==> src/rtl/ifetch_sequencer.sv <==
// Instruction fetch sequencer: fetches the word at pc_in over a req/ack imem port,
// holds it for decode and steps the PC. Build with IFETCH_BNE_EN to also branch on BNE.
module ifetch_sequencer #(
  parameter int unsigned TIMEOUT_CYCLES = 16,
  parameter logic [5:0]  BEQ_OPCODE     = 6'b000100,
  parameter int unsigned CNT_W          = 32
) (
  input  logic             clk,
  input  logic             reset,
  input  logic [31:0]      pc_in,
  input  logic             zero,
  output logic             imem_req,
  output logic [31:0]      imem_addr,
  input  logic             imem_ack,
  input  logic [31:0]      imem_rdata,
  output logic [31:0]      instr,
  output logic             instr_valid,
  input  logic             instr_ready,
  output logic             pc_step,
  output logic             nPC_sel,
  output logic [15:0]      imm16,
  output logic             fetch_err,
  output logic [CNT_W-1:0] retired
);

  localparam int unsigned TW         = $clog2(TIMEOUT_CYCLES + 1);
  localparam logic [5:0]  BNE_OPCODE = 6'b000101;

  typedef enum logic [1:0] {REQ, WAIT, ISSUE, SETTLE} state_e;

  state_e           state_q, state_d;
  logic [31:0]      addr_q, addr_d;
  logic             req_q, req_d;
  logic [31:0]      instr_q, instr_d;
  logic             valid_q, valid_d;
  logic             step_q, step_d;
  logic             nsel_q, nsel_d;
  logic [15:0]      imm_q, imm_d;
  logic             err_q, err_d;
  logic [TW-1:0]    tcnt_q, tcnt_d;
  logic [CNT_W-1:0] ret_q, ret_d;
  logic             branch_c;

  // Branch decision for the held word, using zero as seen in the transfer cycle
  always_comb begin
    branch_c = (instr_q[31:26] == BEQ_OPCODE) & zero;
`ifdef IFETCH_BNE_EN
    if (instr_q[31:26] == BNE_OPCODE) branch_c = ~zero;
`endif
  end

  always_ff @(posedge clk) begin
    if (reset) begin
      state_q <= REQ;
      addr_q  <= '0;
      req_q   <= 1'b0;
      instr_q <= '0;
      valid_q <= 1'b0;
      step_q  <= 1'b0;
      nsel_q  <= 1'b0;
      imm_q   <= '0;
      err_q   <= 1'b0;
      tcnt_q  <= '0;
      ret_q   <= '0;
    end else begin
      state_q <= state_d;
      addr_q  <= addr_d;
      req_q   <= req_d;
      instr_q <= instr_d;
      valid_q <= valid_d;
      step_q  <= step_d;
      nsel_q  <= nsel_d;
      imm_q   <= imm_d;
      err_q   <= err_d;
      tcnt_q  <= tcnt_d;
      ret_q   <= ret_d;
    end
  end

  always_comb begin
    state_d = state_q;
    addr_d  = addr_q;
    req_d   = req_q;
    instr_d = instr_q;
    valid_d = valid_q;
    step_d  = 1'b0;
    nsel_d  = 1'b0;
    imm_d   = imm_q;
    err_d   = 1'b0;
    tcnt_d  = tcnt_q;
    ret_d   = ret_q;
    case (state_q)
      REQ: begin
        addr_d  = pc_in;
        req_d   = 1'b1;
        tcnt_d  = '0;
        state_d = WAIT;
      end
      WAIT: begin
        // An ack on the timeout cycle still wins over the retry
        if (imem_ack) begin
          instr_d = imem_rdata;
          req_d   = 1'b0;
          valid_d = 1'b1;
          state_d = ISSUE;
        end else if (tcnt_q == TW'(TIMEOUT_CYCLES - 1)) begin
          err_d   = 1'b1;
          req_d   = 1'b0;
          state_d = REQ;
        end else begin
          tcnt_d = tcnt_q + TW'(1);
        end
      end
      ISSUE: begin
        if (instr_ready) begin
          valid_d = 1'b0;
          step_d  = 1'b1;
          imm_d   = instr_q[15:0];
          nsel_d  = branch_c;
          ret_d   = ret_q + CNT_W'(1);
          state_d = SETTLE;
        end
      end
      SETTLE: state_d = REQ;
      default: state_d = REQ;
    endcase
  end

  assign imem_req    = req_q;
  assign imem_addr   = addr_q;
  assign instr       = instr_q;
  assign instr_valid = valid_q;
  assign pc_step     = step_q;
  assign nPC_sel     = nsel_q;
  assign imm16       = imm_q;
  assign fetch_err   = err_q;
  assign retired     = ret_q;

endmodule
==> config.mk <==
export PLATFORM = sky130hd
export DESIGN_NAME = ifetch_sequencer
export DESIGN_NICKNAME = d
export VERILOG_FILES = /design/src/rtl/ifetch_sequencer.sv
export SDC_FILE = /design/constraint.sdc
export NUM_CORES = 1
export LEC_CHECK = 0
export CAP_MARGIN = 20
export CORE_MARGIN = 3
export CORE_UTILIZATION = 40
export CTS_BUF_LIST = sky130_fd_sc_hd__clkbuf_4 sky130_fd_sc_hd__clkbuf_8
export DETAILED_ROUTE_END_ITERATION = 16
export GPL_ROUTABILITY_DRIVEN = 0
export GPL_TIMING_DRIVEN = 0
export MAX_ROUTING_LAYER = met4
export PLACE_DENSITY = 0.74
export SETUP_SLACK_MARGIN = 0.3
export SLEW_MARGIN = 25
export SYNTH_ARGS = -nofsm -noshare
export SYNTH_HDL_FRONTEND = slang
export SYNTH_SLANG_ARGS = --single-unit
==> constraint.sdc <==
create_clock -name clk -period 2.4 [get_ports clk]
set_clock_uncertainty 0.05 [all_clocks]
set_input_delay 0.48 -clock clk [delete_from_list [all_inputs] [get_ports clk]]
set_output_delay 0.48 -clock clk [all_outputs]
set_load 0.02 [all_outputs]
==> results.cfg <==
[global_route]
largest_net_degree_at_the_start_of_global_routing = 17
grt_antenna_before_repair = 0
globalRouteTotalUtil_pct = 22.0
first_global_vias = 4613
grt_overflow = 0
grt_pass1_wl_mm = 22.4

[sta]
setup_ws_ns = 0.375
final_slew_violations = 0
grt_setup_unrepaired = true
finalSetupViolations = 0
timing.final.crit_share_pct = 84.4
tightest_slew_ns = 0.673
hold_viol = 0
time_the_worst_path_needs_with_i_o_delays_and_setup_ns = 2.02
worst_hold_slack_ns = 0.403
achievable-frequency_mhz = 494
slew-limit-headroom_pct = 55.0

[routing]
avgRoutedWirePerCell_um = 15.1
routed_wire_length_mm = 14.1
final_antenna_net_count = 0
drt-initial-drc-count = 311
detail_route.drc_violations = 0
detail_route.vias_per_cell = 5.12
via_count = 4803
number_of_search_and_repair_iterations_in_the_first_detailed_routing_pass = 4

[logic_synthesis]
yosysWarningCount = 0
synth-seq-cells = 124
synth_area_per_cell_um2 = 8.19
postSynthNetCount = 652
netlist_area_mm2 = 0.00475
yosys.area.top_type = sky130_fd_sc_hd__dfxtp_1
yosysTopAreaCellShare_pct = 52.3
synth_cells = 580
post_synth_num_cell_types = 36
synth.area.top_cells = sky130_fd_sc_hd__dfxtp_1 (52%), sky130_fd_sc_hd__nand2_1 (14%), sky130_fd_sc_hd__a21oi_1 (11%), sky130_fd_sc_hd__clkbuf_1 (2.6%), sky130_fd_sc_hd__o31ai_1 (2.1%)
yosysSeqAreaShare_pct = 52.3

[placed_design]
place_area_mm2 = 0.00677
dp.final_hpwl_mm = 10.3
post-place-ws_ns = -0.0584
buffer_ports.inserted = 184

[setup_path]
critical_path.n_buffers_inverters = 1
worstSetupStartpointType = flip-flop
worstSetupPathType = reg2out
critPathSlowestCell = sky130_fd_sc_hd__clkdlybuf4s50_1
timing.critical_path.cells = clkdlybuf4s50_1
worst_setup_path_end_kind = output port
critical_path_arrival_ns = 1.49
crit-reg2reg-launch = retired[0]$_SDFFE_PP0P_
critPathLaunch = retired[17]$_SDFFE_PP0P_
critical_path.max_fanout = 6
timing.critical_path.required_ns = 1.87
timing.critical_path.max_delay_family = buffers and inverters
cpPeakStageDelay_ns = 0.64

[floorplanning]
die_h_um = 115
die_x_um = 115
floorplan.rows = 39
placeableCoreArea_mm2 = 0.0115
dieArea_mm2 = 0.0132
ioPinCount = 186
floorplan.initialDensity_pct = 41.2

[layout]
sequential_cell_area_mm2 = 0.00248
fin_nets = 855
layout.filler_cells = 991
design_area_mm2 = 0.00721
antenna_diode_count = 0
layout.cells.most_common_list = sky130_fd_sc_hd__nand2_1 (172), sky130_fd_sc_hd__clkdlybuf4s50_1 (172), sky130_fd_sc_hd__dfxtp_1 (122)
areaGrowthSynthToFinish_pct = 51.9
drive_gt1_share_pct = 6.04
multiInputGateArea_mm2 = 0.00210

[hold_path]
hold_path.startpoint = imm16[8]$_SDFFE_PP0P_
hold_path_class = reg2reg

[pwr]
power_density_mw_per_mm2 = 647
p_leak_nw = 2.72
vdd_ir_drop_max_mv = 0.448

[status]
outcome = complete, no violations

[clock_network]
numClockSinks = 124
clock_latency_ns = 0.42
tritoncts = done
clock-root-buffer = sky130_fd_sc_hd__clkbuf_8
cts_hold_repair.buffers = 0
max_clock_buf_depth = 2
numCtsBuffers = 17
cts-htree-levels = 4
clk_pin_slew_ns = 0.07

[job]
max-cap-violations = 0
tightest hold or removal path: stages, from the launching register on:
cell	delay, ns
sky130_fd_sc_hd__dfxtp_1	0.31
sky130_fd_sc_hd__nand2_1	0.05
sky130_fd_sc_hd__a21oi_1	0.05
routing by layer:
metal,part of all wire (%),GRT usage (%),vias to the layer above,wire (µm)
li1,-,-,2394,-
met1,42,25.9,2225,5910
met2,49,35.3,157,6960
met3,6.8,6.89,27,964
met4,2.2,8.37,0,310
met5,0,-,-,0
metrics by stage:
step	utilization (%)	cells	TNS, ns	total power, mW
detailed placement	58.8	907	-0.101	2.89
CTS	62.3	938	0	4.71
global placement	58.8	907	0	2.88
finish	62.6	938	0	4.67
global route	62.6	938	0	4.89
floorplan	-	580	0	2.54
cells in the mapped netlist, drive strengths merged:
master	count
o31ai	13
o21ai	7
or4	13
nor4b	2
mux2	1
and4b	1
nand4bb	1
nand3b	2
inv	4
ha	3
nor3	5
a31oi	1
nor4	3
and3b	2
and4	7
clkbuf	33
nand2	172
nor2	23
or2	1
nor2b	1
and3	2
nand2b	2
xnor2	6
or3	6
buf	7
nand3	12
dfxtp	124
xor2	7
or4b	1
a21oi	106
nand4	12
sequential cells by signal (all words and copies together) (netlist names), named ones only:
register	count
tcnt_q	5
imem_req	1
nPC_sel	1
fetch_err	1
instr_valid	1
retired	32
imem_addr	32
instr	32
pc_step	1
state_q	1
imm16	16
report_power, final:
part           internal, mW  switching, mW
Sequential             2.14         0.0482
Combinational         0.308          0.348
Clock                  1.04          0.782
logic make-up after synthesis:
| group | Yosys count | synth area share (%) |
|---|---|---|
| simple gates | 268 | 26.2 |
| mux | 1 | 0.237 |
| xor+xnor | 13 | 2.40 |
| compound gates | 127 | 14.1 |
| flops | 124 | 52.3 |
| buf+inv | 44 | 3.98 |
| fa+ha+maj | 3 | 0.790 |
final timing paths:
| check | cells past startpoint | slack [ns] | end |
|---|---|---|---|
| worst max-delay path | 1 | 0.38 | retired[17] |
| worst min-delay path | 2 | 0.40 | imm16[8]$_SDFFE_PP0P_ |
| worst max register to register | 7 | 0.42 | retired[16]$_SDFFE_PP0P_ |
| worst min register to register | 2 | 0.40 | imm16[8]$_SDFFE_PP0P_ |
layout make-up:
type                       instances  area share, %
buffer                            40           2.43
clock buffer                      23           4.22
clock inverter                     8           1.25
inverter                           4          0.208
multi-input combinational        412           29.1
sequential                       124           34.4
tap                              143           2.48
timing repair buffer             184           25.9
repair_timing:
item / 4_1_cts / 5_1_grt
setup buffers: 0 / 0
pin swaps: 0 / 0
setup endpoints to repair: 4 / 25
gates resized for setup: 2 / 17
Note: power is estimated with default switching activity, not from simulation.
